### config.mk
export PLATFORM = sky130hd
export DESIGN_NAME = bus_master
export DESIGN_NICKNAME = d
export VERILOG_FILES = /design/src/rtl/bus_master.sv
export SDC_FILE = /design/constraint.sdc
export NUM_CORES = 1
export LEC_CHECK = 0
export ABC_AREA = 1
export CAP_MARGIN = 20
export CORE_MARGIN = 2
export CORE_UTILIZATION = 40
export CTS_BUF_LIST = sky130_fd_sc_hd__clkbuf_16
export DETAILED_ROUTE_END_ITERATION = 10
export PLACE_DENSITY_LB_ADDON = 0.1
export SYNTH_ARGS = -nofsm -noshare
export SYNTH_HDL_FRONTEND = slang
export SYNTH_SLANG_ARGS = --single-unit
### constraint.sdc
create_clock -name clk -period 3.4 [get_ports clk]
set_input_delay 0.34 -clock clk [delete_from_list [all_inputs] [get_ports clk]]
set_output_delay 0.34 -clock clk [all_outputs]
set_load 0.01 [all_outputs]
### src/rtl/bus_master.sv
// Single-outstanding CPU-to-bus master with valid/ready handshake and a timeout watchdog.
// States: S_IDLE | waiting for a CPU request; S_WRITE | store in flight; S_READ | load in flight.
module bus_master #(
  parameter int DATA_WIDTH = 32,
  parameter int ADDR_WIDTH = 32,
  parameter int TIMEOUT    = 256
) (
  input  logic                  clk,
  input  logic                  rst,
  input  logic                  req_valid,
  output logic                  req_ready,
  input  logic                  req_write,
  input  logic [ADDR_WIDTH-1:0] req_addr,
  input  logic [DATA_WIDTH-1:0] req_wdata,
  output logic                  resp_valid,
  output logic                  resp_err,
  output logic [DATA_WIDTH-1:0] resp_rdata,
  output logic [ADDR_WIDTH-1:0] BUS_addr,
  output logic [DATA_WIDTH-1:0] BUS_wdata,
  output logic                  BUS_mode,
  output logic                  BUS_valid,
  input  logic                  BUS_wready,
  input  logic                  BUS_rvalid,
  input  logic [DATA_WIDTH-1:0] BUS_rdata,
  output logic                  BUS_rready
);

  // A zero-width counter is illegal, so a disabled watchdog keeps one unused bit.
  localparam int CNT_W = (TIMEOUT > 0) ? $clog2(TIMEOUT + 1) : 1;

  typedef enum logic [1:0] {S_IDLE, S_WRITE, S_READ} state_t;

  state_t                  r_state;
  logic [CNT_W-1:0]        r_cnt;
  logic [ADDR_WIDTH-1:0]   r_addr;
  logic [DATA_WIDTH-1:0]   r_wdata;
  logic                    r_mode;
  logic                    r_valid;
  logic                    r_resp_valid;
  logic                    r_resp_err;
  logic [DATA_WIDTH-1:0]   r_resp_rdata;

  logic w_accept;
  logic w_expire;

  assign req_ready  = (r_state == S_IDLE) && !rst;
  assign BUS_rready = (r_state == S_READ) && BUS_rvalid;
  assign w_accept   = req_valid && req_ready;
  assign w_expire   = (TIMEOUT != 0) && (r_cnt == CNT_W'(TIMEOUT - 1));

  assign BUS_addr   = r_addr;
  assign BUS_wdata  = r_wdata;
  assign BUS_mode   = r_mode;
  assign BUS_valid  = r_valid;
  assign resp_valid = r_resp_valid;
  assign resp_err   = r_resp_err;
  assign resp_rdata = r_resp_rdata;

  always_ff @(posedge clk) begin
    if (rst) begin
      r_state      <= S_IDLE;
      r_cnt        <= '0;
      r_addr       <= '0;
      r_wdata      <= '0;
      r_mode       <= 1'b0;
      r_valid      <= 1'b0;
      r_resp_valid <= 1'b0;
      r_resp_err   <= 1'b0;
      r_resp_rdata <= '0;
    end else begin
      r_resp_valid <= 1'b0;
      r_resp_err   <= 1'b0;
      case (r_state)
        S_IDLE: begin
          if (w_accept) begin
            r_addr  <= req_addr;
            r_wdata <= req_wdata;
            r_mode  <= req_write;
            r_valid <= 1'b1;
            r_cnt   <= '0;
            r_state <= req_write ? S_WRITE : S_READ;
          end
        end
        S_WRITE: begin
          // A handshake in the expiry cycle takes priority over the timeout.
          if (BUS_wready) begin
            r_valid      <= 1'b0;
            r_resp_valid <= 1'b1;
            r_resp_rdata <= '0;
            r_state      <= S_IDLE;
          end else if (w_expire) begin
            r_valid      <= 1'b0;
            r_resp_valid <= 1'b1;
            r_resp_err   <= 1'b1;
            r_resp_rdata <= '0;
            r_state      <= S_IDLE;
          end else begin
            r_cnt <= r_cnt + CNT_W'(1);
          end
        end
        S_READ: begin
          if (BUS_rvalid) begin
            r_valid      <= 1'b0;
            r_resp_valid <= 1'b1;
            r_resp_rdata <= BUS_rdata;
            r_state      <= S_IDLE;
          end else if (w_expire) begin
            r_valid      <= 1'b0;
            r_resp_valid <= 1'b1;
            r_resp_err   <= 1'b1;
            r_resp_rdata <= '0;
            r_state      <= S_IDLE;
          end else begin
            r_cnt <= r_cnt + CNT_W'(1);
          end
        end
        default: begin
          r_valid <= 1'b0;
          r_state <= S_IDLE;
        end
      endcase
    end
  end

endmodule
==> results.toml <==
[run_status]
status = "completed"

[worst_setup_path]
worstSetupStartpointType = "flop"
cp_max_fo = 33
crit_chain = "ha_1, nand2_1, nor2_1, nand2_1, nor3b_1, ha_1, nand3b_1, nand2_1, buf_4, a22oi_1, nor2_1"
critical-path-max-stage-delay_ns = 0.37
cp_slowest_cell = "dfxtp_1"
crit_path_end_kind = "flop"
path_class = "reg -> reg"
critical-path-top-cell-by-count = "nand2_1"
setup.worst_path.start = "r_cnt[0]"
required_ns = 3.62
r2r_start = "r_cnt[0]"
critPathArrivalTime_ns = 2.46

[drt]
drt_iter0_markers = 204
vias = 4031
totalWireLength_mm = 11.6
drt_first_pass_iters = 4
detail-route-antenna-nets = 0
vias_per_cell = 4.74
wl_per_cell_um = 13.6
drc_errors = 0

[placed_design]
io_buffers = 203
gp_congestion = 0.781
place_hpwl_mm = 8.01
dp.cells = 834

[synthesis]
synth_xor_area_share_pct = 0
ys_warn_count = 0
synthesis.instances = 521
synth_mux_area_share_pct = 0
yosysSeqAreaShare_pct = 53.9
netlist_area_sq_um = 4120
synth-compound-area-share_pct = 7.44
syn_area_per_cell_sq_um = 7.91
synth_top_family_by_area = "simple AND/OR/NAND/NOR gates"
yosys.area_share.simple_pct = 31.0
syn_nets = 629
synth_fa_ha_area_share_pct = 1.82
ys_ff_latch = 111
yosys.cell_types.count = 24

[timing]
hold_viol_final = 0
grt_setup_unrepaired = "no"
tns_ns = 0
tightest_slew_ns = 1.05
maxSlewViolCount = 0
layout_min_cycle_time_ns = 2.24
skew_ns = 0.00797
fmax_mhz = 446
maxSlewHeadroom_pct = 30.1
setup_viol = 0
min_period_over_period_pct = 65.9

[global_route]
busiest_layer = "met2"
grtUsageMet2_pct = 35.8
met3_usage_pct = 6.49
grt_pass1_wl_mm = 18.5
antenna_found_initial = 0
overflow = 0
use_met1_pct = 23.8
grt_max_degree = 68
grt_use_total_pct = 20.3
grt_pass1_vias = 3879

[finish]
nNetsFinal = 817
multi_input_area_sq_um = 1660
fill_cells = 919
diodes = 0
drive_gt1_share_pct = 4.62
seq_area_sq_um = 2220
synthToLayoutAreaGrowth_pct = 57.5
stdcell_count = 850

[floorplanning]
die_h_um = 106
rows = 37
chipWidth_um = 106
dieArea_sq_um = 11100
num_io_pins = 204
start_util_pct = 40.5
core_area_sq_um = 10200

[clocking]
htreeDepth = 3
ctsResizeCount = 0
insertion_delay_ns = 0.34
cts_root_buffer = "clkbuf_16"
clock_path_buffers = 2
path_clk_slew_ns = 0.07
cts_made_buffers = 9
post-cts-setup-buffers = 0
cts-hold-fix-buffers = 0
cts_sinks = 111
cts_tree = "done"

[min_path]
worstHoldStart = "BUS_wdata[19]"
holdCritPathClass = "reg -> reg"

[power]
powerDensity_nw_per_um2 = 471
p_leak_nw = 2.76
vdd_drop_max_mv = 0.347

[run]
cap_viol_max_count = 0
logic make-up after synthesis:
kind of cell | after synthesis
compound gates | 44
fa+ha+maj | 6
buf+inv | 55
flops | 111
simple gates | 305
sequential cells by signal, summed over array words and instances (netlist names):
| signal | cells |
|---|---|
| BUS_addr | 32 |
| BUS_mode | 1 |
| resp_valid | 1 |
| r_state | 2 |
| BUS_valid | 1 |
| resp_rdata | 32 |
| resp_err | 1 |
| r_cnt | 9 |
| BUS_wdata | 32 |
routing by layer:
layer	vias up	routed length [um]
li1	2061	-
met1	1851	4790
met2	114	5820
met3	5	883
met4	0	64
met5	-	0
critical path, delay by kind of cell (launching register included):
family,cells,cell delay (ns)
flops,1,0.37
fa+ha+maj,2,0.49
buf+inv,1,0.24
simple gates,7,0.82
compound gates,1,0.19
cells in the mapped netlist:
cell	instances	area, sq um
nand3_1	72	360
a21oi_2	1	8.76
nand2_2	4	25.0
inv_1	20	75.1
nand2_1	169	634
and3_1	1	6.26
nor3_1	1	5.00
buf_4	1	7.51
dfxtp_1	111	2220
o21ai_0	5	25.0
inv_2	4	15.0
a21oi_1	5	25.0
buf_1	2	7.51
clkbuf_1	5	18.8
or2_1	1	6.26
ha_1	6	75.1
nand3_2	1	10.0
buf_2	23	115
nand3b_1	3	22.5
nor2_1	49	184
nor2_2	2	12.5
a22oi_1	33	248
nor3b_1	1	7.51
nand4_1	1	6.26
path summary, 6_finish.rpt:
check,to,slack (ns),cells after the start
min,BUS_wdata[19],0.46,2
max,resp_rdata[13],1.16,11
min reg2reg,BUS_wdata[19],0.46,2
max reg2reg,resp_rdata[13],1.16,11
layout by cell type (no fill, tap or decap), types with 2 or more instances in the layout:
cell,Yosys,routed
a22oi_1,33,33
a21oi_1,5,5
dfxtp_1,111,111
clkbuf_16,0,9
clkinv_4,0,2
o21ai_0,5,5
nand3_1,72,72
clkdlybuf4s50_1,0,203
inv_1,20,20
nand3b_1,3,3
inv_2,4,4
inv_6,0,2
clkinv_2,0,2
ha_1,6,6
nand2_1,169,169
nor2_1,49,49
buf_4,1,5
nor2_2,2,2
nand2_2,4,4
stage by stage:
| step | hold WS, ns | total power [mW] | setup WS [ns] | util [%] | cell area (sq um) |
|---|---|---|---|---|---|
| final | 0.464 | 3.06 | 1.16 | 63.8 | 6490 |
| after global routing | 0.482 | 3.21 | 0.832 | 63.8 | 6490 |
| after CTS | 0.467 | 3.09 | 1.14 | 63.8 | 6490 |
| after detailed placement | 0.457 | 2.09 | 1.12 | 61.0 | 6210 |
| after global placement | 0.451 | 2.08 | 1.19 | 61.0 | 6210 |
| after floorplan | 0.451 | 1.74 | 1.49 | - | 4120 |
cell type report:
class | count | area share (%)
Inverter | 24 | 1.39
Multi-Input combinational cell | 355 | 25.6
Clock buffer | 9 | 3.47
Tap cell | 136 | 2.62
Clock inverter | 7 | 0.867
Timing Repair Buffer | 208 | 31.9
Sequential cell | 111 | 34.2
report_power, final:
group | switching (mW) | leakage [nW] | internal, mW
combinational | 0.288 | 1.71 | 0.324
clock | 0.492 | 0.142 | 0.508
sequential | 0.0502 | 0.907 | 1.39
total | 0.830 | 2.76 | 2.23
Power figures use the tool's default switching activity.
